## config.mk

```make
export PLATFORM = sky130hd
export DESIGN_NAME = frodo_io_scheduler
export DESIGN_NICKNAME = d
export VERILOG_FILES = /design/src/rtl/frodo_io_scheduler_pkg.sv /design/src/rtl/frodo_phase_rom.sv /design/src/rtl/frodo_io_scheduler.sv
export SDC_FILE = /design/constraint.sdc
export NUM_CORES = 1
export LEC_CHECK = 0
export ABC_CLOCK_PERIOD_IN_PS = 7200
export BUFFER_PORTS_ARGS = -buffer_cell sky130_fd_sc_hd__buf_2
export CAP_MARGIN = 20
export CORE_AREA = 8 8 105 107
export CTS_BUF_LIST = sky130_fd_sc_hd__clkbuf_8
export DETAILED_ROUTE_END_ITERATION = 8
export DIE_AREA = 0 0 113 115
export HOLD_SLACK_MARGIN = 0.02
export PLACE_DENSITY = 0.89
export SYNTH_ARGS = -nofsm -noshare
export SYNTH_HDL_FRONTEND = slang
export SYNTH_SLANG_ARGS = --single-unit
```

## constraint.sdc

```tcl
create_clock -name clk -period 7.2 [get_ports clk]
set_input_delay 0.72 -clock clk [delete_from_list [all_inputs] [get_ports clk]]
set_output_delay 0.72 -clock clk [all_outputs]
set_load 0.02 [all_outputs]
```

## src/rtl/frodo_io_scheduler_pkg.sv

```systemverilog
// Shared definitions for the FrodoKEM command / I/O-phase scheduler:
// command codes, parameter-set encoding, FSM states and the per-segment
// word counts that make up each command's phase table.
package frodo_io_scheduler_pkg;

  localparam int MainCMD_SIZE = 4;
  localparam int PHASE_W      = 4;
  localparam int CNT_W        = 12;

  typedef logic [CNT_W-1:0] cnt_t;

  // Command codes; every other value is reported as an unknown command.
  localparam logic [MainCMD_SIZE-1:0] MainCMD_setParam640  = 4'd1;
  localparam logic [MainCMD_SIZE-1:0] MainCMD_setParam976  = 4'd2;
  localparam logic [MainCMD_SIZE-1:0] MainCMD_setParam1344 = 4'd3;
  localparam logic [MainCMD_SIZE-1:0] MainCMD_setupTest    = 4'd4;
  localparam logic [MainCMD_SIZE-1:0] MainCMD_keygen       = 4'd5;
  localparam logic [MainCMD_SIZE-1:0] MainCMD_encaps       = 4'd6;
  localparam logic [MainCMD_SIZE-1:0] MainCMD_decaps       = 4'd7;

  // Active parameter set as seen on the param output.
  typedef enum logic [1:0] {
    SET_640  = 2'd0,
    SET_976  = 2'd1,
    SET_1344 = 2'd2
  } param_e;

  typedef enum logic [1:0] {
    ST_IDLE  = 2'd0,
    ST_ISSUE = 2'd1,
    ST_XFER  = 2'd2,
    ST_DONE  = 2'd3
  } sched_state_e;

  // Phase direction bit.
  localparam logic DIR_IN  = 1'b0;
  localparam logic DIR_OUT = 1'b1;

  // Named data segments; each phase of each command moves one segment.
  typedef enum logic [3:0] {
    SEG_SEEDSE, SEG_S, SEG_ZEROS, SEG_Z, SEG_BIG_S, SEG_SEEDA,
    SEG_B, SEG_PKH, SEG_C1, SEG_C2, SEG_SALT, SEG_SS
  } seg_e;

  function automatic logic cmd_is_set_param(input logic [MainCMD_SIZE-1:0] c);
    return (c == MainCMD_setParam640) || (c == MainCMD_setParam976) ||
           (c == MainCMD_setParam1344);
  endfunction

  function automatic logic cmd_is_known(input logic [MainCMD_SIZE-1:0] c);
    return cmd_is_set_param(c) || (c == MainCMD_setupTest) || (c == MainCMD_keygen) ||
           (c == MainCMD_encaps) || (c == MainCMD_decaps);
  endfunction

  function automatic logic [1:0] set_of_cmd(input logic [MainCMD_SIZE-1:0] c);
    logic [1:0] s;
    s = SET_640;
    if (c == MainCMD_setParam976)  s = SET_976;
    if (c == MainCMD_setParam1344) s = SET_1344;
    return s;
  endfunction

  function automatic cnt_t by_set(input logic [1:0] set, input cnt_t n640,
                                  input cnt_t n976, input cnt_t n1344);
    return (set == SET_976) ? n976 : (set == SET_1344) ? n1344 : n640;
  endfunction

  // Word count minus one of a segment under a given parameter set.
  function automatic cnt_t seg_words_m1(input seg_e seg, input logic [1:0] set);
    cnt_t n;
    case (seg)
      SEG_SEEDSE, SEG_ZEROS, SEG_SALT: n = by_set(set, 12'd4, 12'd6, 12'd8);
      SEG_S, SEG_PKH, SEG_SS:          n = by_set(set, 12'd2, 12'd3, 12'd4);
      SEG_Z, SEG_SEEDA:                n = 12'd2;
      SEG_BIG_S:                       n = by_set(set, 12'd1280, 12'd1952, 12'd2688);
      SEG_B, SEG_C1:                   n = by_set(set, 12'd1200, 12'd1952, 12'd2688);
      SEG_C2:                          n = by_set(set, 12'd15, 12'd16, 12'd16);
      default:                         n = 12'd1;
    endcase
    return n - 12'd1;
  endfunction

endpackage

```

## src/rtl/frodo_phase_rom.sv

```systemverilog
// Combinational phase table: (command, parameter set, phase index) ->
// direction, last-phase flag and word count minus one for that phase.
module frodo_phase_rom
  import frodo_io_scheduler_pkg::*;
(
  input  logic [MainCMD_SIZE-1:0] cmd,
  input  logic [1:0]              set,
  input  logic [PHASE_W-1:0]      phase,
  output logic                    dir,
  output logic                    last_phase,
  output cnt_t                    words_m1
);

  seg_e seg;

  // Map the phase index of each command onto its segment and direction.
  always_comb begin
    seg        = SEG_SS;
    dir        = DIR_IN;
    last_phase = 1'b1;
    case (cmd)
      MainCMD_setupTest: begin
        last_phase = (phase == 4'd3);
        case (phase)
          4'd0:    seg = SEG_SEEDSE;
          4'd1:    seg = SEG_S;
          4'd2:    seg = SEG_ZEROS;
          default: seg = SEG_Z;
        endcase
      end
      MainCMD_keygen: begin
        dir        = DIR_OUT;
        last_phase = (phase == 4'd4);
        case (phase)
          4'd0:    seg = SEG_S;
          4'd1:    seg = SEG_BIG_S;
          4'd2:    seg = SEG_SEEDA;
          4'd3:    seg = SEG_B;
          default: seg = SEG_PKH;
        endcase
      end
      MainCMD_encaps: begin
        dir        = (phase >= 4'd2) ? DIR_OUT : DIR_IN;
        last_phase = (phase == 4'd5);
        case (phase)
          4'd0:    seg = SEG_SEEDA;
          4'd1:    seg = SEG_B;
          4'd2:    seg = SEG_C1;
          4'd3:    seg = SEG_C2;
          4'd4:    seg = SEG_SALT;
          default: seg = SEG_SS;
        endcase
      end
      MainCMD_decaps: begin
        dir        = (phase == 4'd8) ? DIR_OUT : DIR_IN;
        last_phase = (phase == 4'd8);
        case (phase)
          4'd0:    seg = SEG_BIG_S;
          4'd1:    seg = SEG_C1;
          4'd2:    seg = SEG_C2;
          4'd3:    seg = SEG_SALT;
          4'd4:    seg = SEG_PKH;
          4'd5:    seg = SEG_B;
          4'd6:    seg = SEG_SEEDA;
          4'd7:    seg = SEG_S;
          default: seg = SEG_SS;
        endcase
      end
      default: ;
    endcase
    words_m1 = seg_words_m1(seg, set);
  end

endmodule

```

## src/rtl/frodo_io_scheduler.sv

```systemverilog
// Command and I/O-phase scheduler in front of the FrodoKEM main core.
// Handshake rule for every stream (cmd, in, out, core_*): *_isReady is the
// sender's valid, *_canReceive is the receiver's ready, and a word moves on
// the rising clk edge where both are high. In XFER the active direction is a
// pure combinational pass-through, the inactive one is held at 0.
module frodo_io_scheduler
  import frodo_io_scheduler_pkg::*;
#(
  parameter int CMD_W  = MainCMD_SIZE,
  parameter int WORD_W = 64
) (
  input  logic               clk,
  input  logic               rst,
  input  logic [CMD_W-1:0]   cmd,
  input  logic               cmd_isReady,
  output logic               cmd_canReceive,
  input  logic [WORD_W-1:0]  in,
  input  logic               in_isReady,
  output logic               in_canReceive,
  output logic [WORD_W-1:0]  out,
  output logic               out_isReady,
  input  logic               out_canReceive,
  output logic [CMD_W-1:0]   core_cmd,
  output logic               core_cmd_isReady,
  input  logic               core_cmd_canReceive,
  output logic [WORD_W-1:0]  core_in,
  output logic               core_in_isReady,
  input  logic               core_in_canReceive,
  input  logic [WORD_W-1:0]  core_out,
  input  logic               core_out_isReady,
  output logic               core_out_canReceive,
  output logic [1:0]         param,
  output logic [PHASE_W-1:0] phase,
  output logic               done,
  output logic               badCmd,
  output logic [1:0]         dbg_state
);

  sched_state_e       state_q, state_d;
  logic [1:0]         param_q;
  logic [CMD_W-1:0]   cmd_q;
  logic [PHASE_W-1:0] phase_q;
  cnt_t               cnt_q;
  logic               bad_q;
  logic               accept, fire;
  logic               cmd_known, cmd_is_set;
  logic [1:0]         cmd_set;
  logic               rom_dir, rom_last;
  cnt_t               rom_words_m1;

  assign cmd_known  = cmd_is_known(MainCMD_SIZE'(cmd));
  assign cmd_is_set = cmd_is_set_param(MainCMD_SIZE'(cmd));
  assign cmd_set    = set_of_cmd(MainCMD_SIZE'(cmd));

  frodo_phase_rom u_rom (
    .cmd        (MainCMD_SIZE'(cmd_q)),
    .set        (param_q),
    .phase      (phase_q),
    .dir        (rom_dir),
    .last_phase (rom_last),
    .words_m1   (rom_words_m1)
  );

  // Next state plus all handshake gating; everything idles at 0 by default.
  always_comb begin
    state_d             = state_q;
    accept              = 1'b0;
    fire                = 1'b0;
    done                = 1'b0;
    cmd_canReceive      = 1'b0;
    core_cmd            = '0;
    core_cmd_isReady    = 1'b0;
    core_in             = '0;
    core_in_isReady     = 1'b0;
    in_canReceive       = 1'b0;
    out                 = '0;
    out_isReady         = 1'b0;
    core_out_canReceive = 1'b0;
    case (state_q)
      ST_IDLE: begin
        // Held low while rst is asserted so every handshake drops at once.
        cmd_canReceive = ~rst;
        if (cmd_isReady) begin
          accept = 1'b1;
          if (cmd_known) state_d = ST_ISSUE;
        end
      end
      ST_ISSUE: begin
        core_cmd         = cmd_q;
        core_cmd_isReady = 1'b1;
        if (core_cmd_canReceive)
          state_d = cmd_is_set_param(MainCMD_SIZE'(cmd_q)) ? ST_IDLE : ST_XFER;
      end
      ST_XFER: begin
        if (rom_dir == DIR_IN) begin
          core_in         = in;
          core_in_isReady = in_isReady;
          in_canReceive   = core_in_canReceive;
          fire            = in_isReady & core_in_canReceive;
        end else begin
          out                 = core_out;
          out_isReady         = core_out_isReady;
          core_out_canReceive = out_canReceive;
          fire                = core_out_isReady & out_canReceive;
        end
        if (fire && (cnt_q == rom_words_m1) && rom_last) state_d = ST_DONE;
      end
      ST_DONE: begin
        done    = 1'b1;
        state_d = ST_IDLE;
      end
      default: state_d = ST_IDLE;
    endcase
  end

  // State register, accepted command, active parameter set and badCmd pulse.
  always_ff @(posedge clk or posedge rst) begin
    if (rst) begin
      state_q <= ST_IDLE;
      param_q <= SET_640;
      cmd_q   <= '0;
      bad_q   <= 1'b0;
    end else begin
      state_q <= state_d;
      bad_q   <= accept & ~cmd_known;
      if (accept && cmd_known) begin
        cmd_q <= cmd;
        if (cmd_is_set) param_q <= cmd_set;
      end
    end
  end

  // Word counter and phase index; both restart when a command is issued.
  always_ff @(posedge clk or posedge rst) begin
    if (rst) begin
      phase_q <= '0;
      cnt_q   <= '0;
    end else if (state_q == ST_ISSUE) begin
      phase_q <= '0;
      cnt_q   <= '0;
    end else if (fire) begin
      if (cnt_q == rom_words_m1) begin
        cnt_q   <= '0;
        phase_q <= rom_last ? '0 : phase_q + 4'd1;
      end else begin
        cnt_q <= cnt_q + 12'd1;
      end
    end
  end

  assign param     = param_q;
  assign phase     = (state_q == ST_XFER) ? phase_q : '0;
  assign badCmd    = bad_q;
  assign dbg_state = state_q;

endmodule

```

# [Word level (Yosys, flattened, before mapping)]
# Memory sizes are Yosys's and may differ from the RTL's.
# Index checks and enable logic that the tools add are counted.
[classes] n_addsub=3 n_lt_le_gt_ge=1 n_eq_ne=41 muxes=57 bitwise=5 reduce_logical=23
[op_table] cell="2-to-1 mux 64 bit" count=4
[op_table] cell="2-to-1 mux 12 bit" count=10
[op_table] cell="one-hot mux 12 bit (6 select lines)" count=1
[op_table] cell="equality test 4 x 3 -> 1 bit, second input constant" count=14
[op_table] cell="equality test 4 x 2 -> 1 bit, second input constant" count=8
[op_table] cell="2-to-1 mux 4 bit" count=8
[op_table] cell="equality test 4 bit, second input constant" count=5
[op_table] cell="one-hot mux 4 bit (5 select lines)" count=1
[op_table] cell="2-to-1 mux 1 bit" count=19
[op_table] cell="equality test 4 x 1 -> 1 bit, second input constant" count=4
[op_table] cell="one-hot mux 4 bit (4 select lines)" count=1
[op_table] cell="adder 12 x 1 -> 12 bit, second input constant" count=1
[op_table] cell="equality test 12 bit" count=1
[op_table] cell="2-to-1 mux 2 bit" count=6
[op_table] cell="one-hot mux 3 bit (4 select lines)" count=1
[op_table] cell="subtractor 12 x 1 -> 12 bit, second input constant" count=1
[op_table] cell="zero test 4 bit" count=2
[op_table] cell="logical OR 1 bit" count=8
[op_table] cell="!= test 2 bit, second input constant" count=4
[op_table] cell="one-hot mux 2 bit (4 select lines)" count=1
[op_table] cell="equality test 2 bit, second input constant" count=3
[op_table] cell="one-hot mux 2 bit (3 select lines)" count=1
[op_table] cell="OR reduction 3 bit" count=2
[op_table] cell="2-to-1 mux 5 bit" count=1
[op_table] cell="other kinds (14)" count=23
[word_totals] regBits=25 mem_bits_ro=32 input_bits=140 output_inout_bits=148 word_cells=137 memories=1
[mem_list] memory="(name not given)" depth=8 word_bits=4 rd=1 rd_ports_with_merged_regs=0 wr=0 line="frodo_phase_rom.sv:57" text="case (phase)"

# [Depth between registers and ports, before layout]
[depth] word_depth=12 depth_mapped=19 ltp_nobuf=16

# [Modules after synthesis]
# From an unflattened synthesis, not the netlist that was laid out.
[hier_totals] hier_cells=461 hier_area_um2=3379.5
[by_module_without_submodules] module="frodo_io_scheduler" n_inst=1 cells_each=331 area_each_um2=2467.4
[by_module_without_submodules] module="frodo_phase_rom" n_inst=1 cells_each=130 area_each_um2=912.1

# [Least setup slack after synthesis]
# No wires, ideal clock.
[synth_timing] kind="register to register" startpoint="register phase_q[1]" endpoint="register phase_q[3]" t_arrival_ns=4.099 t_required_ns=7.116 setup_slack_ns=3.017 stages_incl_launch_ff=19 n_path_buf=2 path_cell_list="dfrtp_1 inv_1 ha_1 buf_2 nor2_1 or3_1 a2111oi_4 o21ai_2 a211oi_2 a22oi_2 ha_1 xor2_1 o41ai_1 nor2b_1 and4_1 o2111ai_1 buf_2 or4_1 a21oi_1"
[synth_between] elab_chain_cells=10
[synth_lines] element="start, declared" line="frodo_io_scheduler.sv:42" text="logic [PHASE_W-1:0] phase_q;"
[synth_lines] element="start signal, assigned" line="frodo_io_scheduler.sv:144" text="phase_q <= rom_last ? '0 : phase_q + 4'd1;"
[synth_lines] element="memory (8 x 4 bit) (tied with other cells)"
[synth_lines] element="2-to-1 mux 4 bit (tied with other cells)" line="frodo_phase_rom.sv:57"
[synth_lines] element="one-hot mux 4 bit (4 select lines)" line="frodo_phase_rom.sv:21" text="case (cmd)"
[synth_lines] element="equality test 4 x 1 -> 1 bit (tied with other cells)" line="frodo_io_scheduler_pkg.sv:71" text="case (seg)"
[synth_lines] element="OR reduction 3 bit or OR reduction 2 bit (tied branches)" line="frodo_io_scheduler_pkg.sv:71"
[synth_lines] element="one-hot mux 12 bit (6 select lines)" line="frodo_io_scheduler_pkg.sv:71"
[synth_lines] element="subtractor 12 x 1 -> 12 bit" line="frodo_io_scheduler_pkg.sv:80" text="return n - 12'd1;"
[synth_lines] element="equality test 12 bit" line="frodo_io_scheduler.sv:142" text="if (cnt_q == rom_words_m1) begin"
[synth_lines] element="nonzero test 2 bit (no source line)"
[synth_lines] element="AND reduction 2 bit (no source line)"
# Parallel ways exist; a longest one is shown, timed or not. The select of a mux whose other input is x is not followed.
# A chain may end at the register's enable or synchronous reset.

# [Worst setup path in the final report]
# Ends and elaborated chain as after synthesis.

==> metrics list <==
- Of the cells placed in the final design, the portion with a size suffix greater than 1 is between 40 and 50%.
- Inserted Clock Buffers: 3
- The initialized floorplan defines 36 standard-cell rows.
- Post-layout utilization of the core: ~54%
- For the final database, setup skew stands at just under 0.003 ns.
- The startpoint identified for the worst register-to-register timing path is phase_q[1]$_DFFE_PP0P_.
- Top flip-flop cell by instance count after synthesis: sky130_fd_sc_hd__dfrtp_1
- Maximum clock insertion buffer count: 2
* Worst-margin pin slew: 1.110 ns
- Routed wire per std cell: between 20 and 25 um
- Grouping stages by cell kind, the critical path spends the most delay in compound AO/OA/AOI/OAI gates.
- Cell breakdown of the critical path: inv_1, ha_1, nor2_1, or3_1, a2111oi_4, o21ai_2, a211oi_2, a22oi_2, ha_1, xor2_1, o41ai_1, nor2b_1, and4_1, o2111ai_1, or4_1, a21oi_1
* Most frequent cells in the layout: 287 x sky130_fd_sc_hd__buf_2, 78 x sky130_fd_sc_hd__and2_1, 73 x sky130_fd_sc_hd__and3_1
* CTS root buffer: sky130_fd_sc_hd__clkbuf_8
* Non-filler instance count after layout: around 870
- Syn nets: 650
* Number of fill cells in the layout: between 900 and 1000
- The cell count after synthesis came out at 500.
* Hold violation count in the final report: 0
- Post-layout instance area: approximately 5100 um2
* Routed Antenna Nets: 0
* CORE AREA: between 9000 and 10000 um2
- Setup repair after global routing left no endpoint under its margin.
- Detailed placement finished with a half-perimeter wire length of approximately 18000 um.
- Pin count of the biggest net entering global routing: 71
* Syn Std Cell Area: ~3600 um2
* Routed wire length: between 20000 and 25000 um
- The min-delay analysis places its worst path in the category reg2reg.
* Reg2reg path depth: 16
- Die span in y: between 100 and 150 um
- VDD sags by at most around 0.13 mV.
- TritonCTS built the clock tree.
- The clock period could shrink to 5.075 ns.
- After clock tree synthesis, the flow added hold-fix buffers numbering 0.
- Data arrival time of the worst path: about 5.3 ns
- Worst path slowest cell: sky130_fd_sc_hd__or4_1
- The worst register-to-register path ends at phase_q[3]$_DFFE_PP0P_.
- Across all register-to-register paths, the minimum setup slack is 2.12 ns.
- Total vias in the final route: approximately 4900
- The via count of the first global-routing pass was 4429.
* Post-route DRC: 0
* Status: complete, no violations
- The critical path is of the reg2reg type.
- CTS HTree Levels: 1
- Peak Freq: around 200 MHz
- Diode count: 0
- MaxCap Viol Count: 0
- The worst setup path is captured at a register.
- The share of synthesized area in the top cell type comes to between 15 and 20%.
- The detailed router put a total of between 8000 and 9000 um of wire on met1.
* Crit path max fanout: 11
- Global-route wire length before repair: ~29000 um
- GRT Util Overall: around 29%
- Cell type with the highest aggregate area in the netlist: sky130_fd_sc_hd__dfrtp_1
- Power, Total: between 1500 and 2000 uW
- The final number of max-transition violations is 0.
- The first detailed-routing pass ran for 6 iterations.
- Total gr overflow: 0
* Clock latency reported for the late side of the worst-skew pair: approximately 0.27 ns
* Fraction of the cycle the final worst path needs: 70.49%
- Top metal layer carrying routed signals: met5
- Relative to the synthesized area, the layout overhead comes to 40.61%.
* Number of cells after detailed placement: 862
- Register clock-pin slew on the reported worst setup and hold paths: roughly 0.090 ns
- Count of flip-flops with a built-in enable after synthesis: 0
* Total of flip-flops plus latches after synthesis: 25
- Total met2 wirelength after detailed routing: 7761 um
- Average vias per placed instance: about 5.7
* Post-detailed-placement cell area: a little over 5000 um2
- For hold timing, the worst endpoint is param[1]$_DFFE_PP0P_.
- Number of instances on the worst hold path: 2
* Die width: ~110 um
* Relative slew slack: 25.87%
- Post-CTS setup repair buffer count: 0
* Number of top-level pins: about 290
* Detailed-routed wire length on met3: 4182 um
- Post_cts resized: 0
- Final Setup Violations: 0
- The initial antenna violation count was 1.
* Fraction of registers with async set or reset after synthesis: 100.0%
* PD cells: 325.0 nW/um2
- STA classifies the critical path startpoint as a register.
- Synth cell types: 76
- STA puts the critical path data required time at between 7 and 8 ns.
- Yosys printed 0 warnings.
* # clock sinks: 25
* Average instance area after synthesis: ~7.3 um2
* Routability congestion estimate from global placement: between 0.9 and 1
- Hold path startpoint: param[1]$_DFFE_PP0P_
- Most prevalent standard cell on the critical path: sky130_fd_sc_hd__ha_1
- Leading post-synthesis cells by cell area: sky130_fd_sc_hd__dfrtp_1 17%, sky130_fd_sc_hd__and2_1 13%, sky130_fd_sc_hd__and3_1 13%, sky130_fd_sc_hd__nor2_1 3.5%, sky130_fd_sc_hd__ha_1 3.4%
- Sequential cells were found to cover ~17% of the synthesized design area.
- For this run, the slowest stage of the critical path takes about 0.65 ns.
- Counting both buffers and inverters, the worst setup path holds a total of 1.
- For this block, the initial DRC count from the detailed router was slightly below 700.
- Most frequent standard cell in the layout excluding fill and tap cells: sky130_fd_sc_hd__buf_2
- Total number of nets in the final design: ~900
- Initial cell density of the core: between 30% and 40%
* Leakage power figure: 0.002960 uW
- Total negative slack for setup checks: 0 ns
* Full die area: around 13000 um2
- In this run the tool buffered the top-level ports with approximately 290 buffer cells.
## where the power goes
| group | switching (uW) | internal, uW | leakage (uW) |
|---|---|---|---|
| logic | 873 | 481 | 0.00260 |
| registers | 59.6 | 165 | 0.000337 |
| clock network | 43.6 | 38.2 | 0.0000269 |
| total | 976 | 684 | 0.00296 |
## per-stage QoR
stage	hold WS (ns)	worst slack [ns]
after CTS	0.5648	2.263
after floorplan	0.5084	3.017
after global placement	0.5354	2.385
final	0.5617	2.125
after global routing	0.6077	1.798
after detailed placement	0.5444	2.290
## cell families after synthesis
group / Yosys count / share of synthesized area (%)
simple gates: 291 / 46.88
flops: 25 / 17.22
compound gates: 97 / 20.64
buf+inv: 55 / 6.235
xor+xnor: 18 / 4.341
fa+ha+maj: 10 / 3.445
mux: 4 / 1.240
## state kept, by name (all words and copies together) (netlist names), named ones only
signal / count
cmd_q: 4
param: 2
cnt_q: 12
phase_q: 4
dbg_state: 1
badCmd: 1
## synth_stat cells (all sizes together), types with 3 or more instances
library cell and n:
a21oi 23, a31oi 8, and2 79, and3 73, buf 12, clkbuf 29, dfrtp 25, ha 10
inv 13, mux2 4, nand2 29, nand2b 5, nand3 18, nand3b 4, nand4 8, nor2 34
nor2b 4, nor3 12, nor3b 3, nor4 4, o2111ai 5, o211ai 5, o21ai 20, o22ai 3
o311ai 5, o31a 4, or3 5, or4 5, xnor2 9, xor2 9
## cell type report
| cell class | instances | area (um2) | share of cell area, % |
|---|---|---|---|
| inverter | 14 | 52.55 | 1.029 |
| sequential | 25 | 625.6 | 12.25 |
| timing repair buffer | 289 | 1451 | 28.42 |
| tap | 114 | 142.6 | 2.793 |
| clock inverter | 1 | 3.754 | 0.07349 |
| clock buffer | 3 | 41.29 | 0.8084 |
| multi-input combinational | 420 | 2790 | 54.63 |
## worst register-to-register path, cell delays in order, from the launching register on
cell	delay, ns
sky130_fd_sc_hd__dfrtp_1	0.45
sky130_fd_sc_hd__inv_1	0.17
sky130_fd_sc_hd__ha_1	0.37
sky130_fd_sc_hd__nor2_1	0.12
sky130_fd_sc_hd__or3_1	0.36
sky130_fd_sc_hd__a2111oi_4	0.49
sky130_fd_sc_hd__o21ai_2	0.26
sky130_fd_sc_hd__a211oi_2	0.45
sky130_fd_sc_hd__a22oi_2	0.16
sky130_fd_sc_hd__ha_1	0.32
sky130_fd_sc_hd__xor2_1	0.14
sky130_fd_sc_hd__o41ai_1	0.12
sky130_fd_sc_hd__nor2b_1	0.14
sky130_fd_sc_hd__and4_1	0.18
sky130_fd_sc_hd__o2111ai_1	0.47
sky130_fd_sc_hd__or4_1	0.65
sky130_fd_sc_hd__a21oi_1	0.15
## worst max-delay path by stage
stage / end / slack, ns / startpoint / depth (start not counted)
3_5_place_dp: phase_q[2]$_DFFE_PP0P_ / 2.29 / phase_q[1]$_DFFE_PP0P_ / 16
2_1_floorplan: phase_q[3]$_DFFE_PP0P_ / 3.02 / phase_q[1]$_DFFE_PP0P_ / 18
3_3_place_gp: phase_q[2]$_DFFE_PP0P_ / 2.39 / phase_q[1]$_DFFE_PP0P_ / 16
4_1_cts: phase_q[2]$_DFFE_PP0P_ / 2.26 / phase_q[1]$_DFFE_PP0P_ / 16
6_report: phase_q[3]$_DFFE_PP0P_ / 2.12 / phase_q[1]$_DFFE_PP0P_ / 16
5_1_grt: phase_q[3]$_DFFE_PP0P_ / 1.80 / phase_q[1]$_DFFE_PP0P_ / 16
## layer usage
layer | GRT usage [%] | up-vias
met2 | 38.81 | 372
met3 | 17.49 | 14
met5 | 0 | -
met1 | 40.93 | 2240
met4 | 2.131 | 2
li1 | - | 2308
Note: power is estimated with default switching activity, not from simulation.
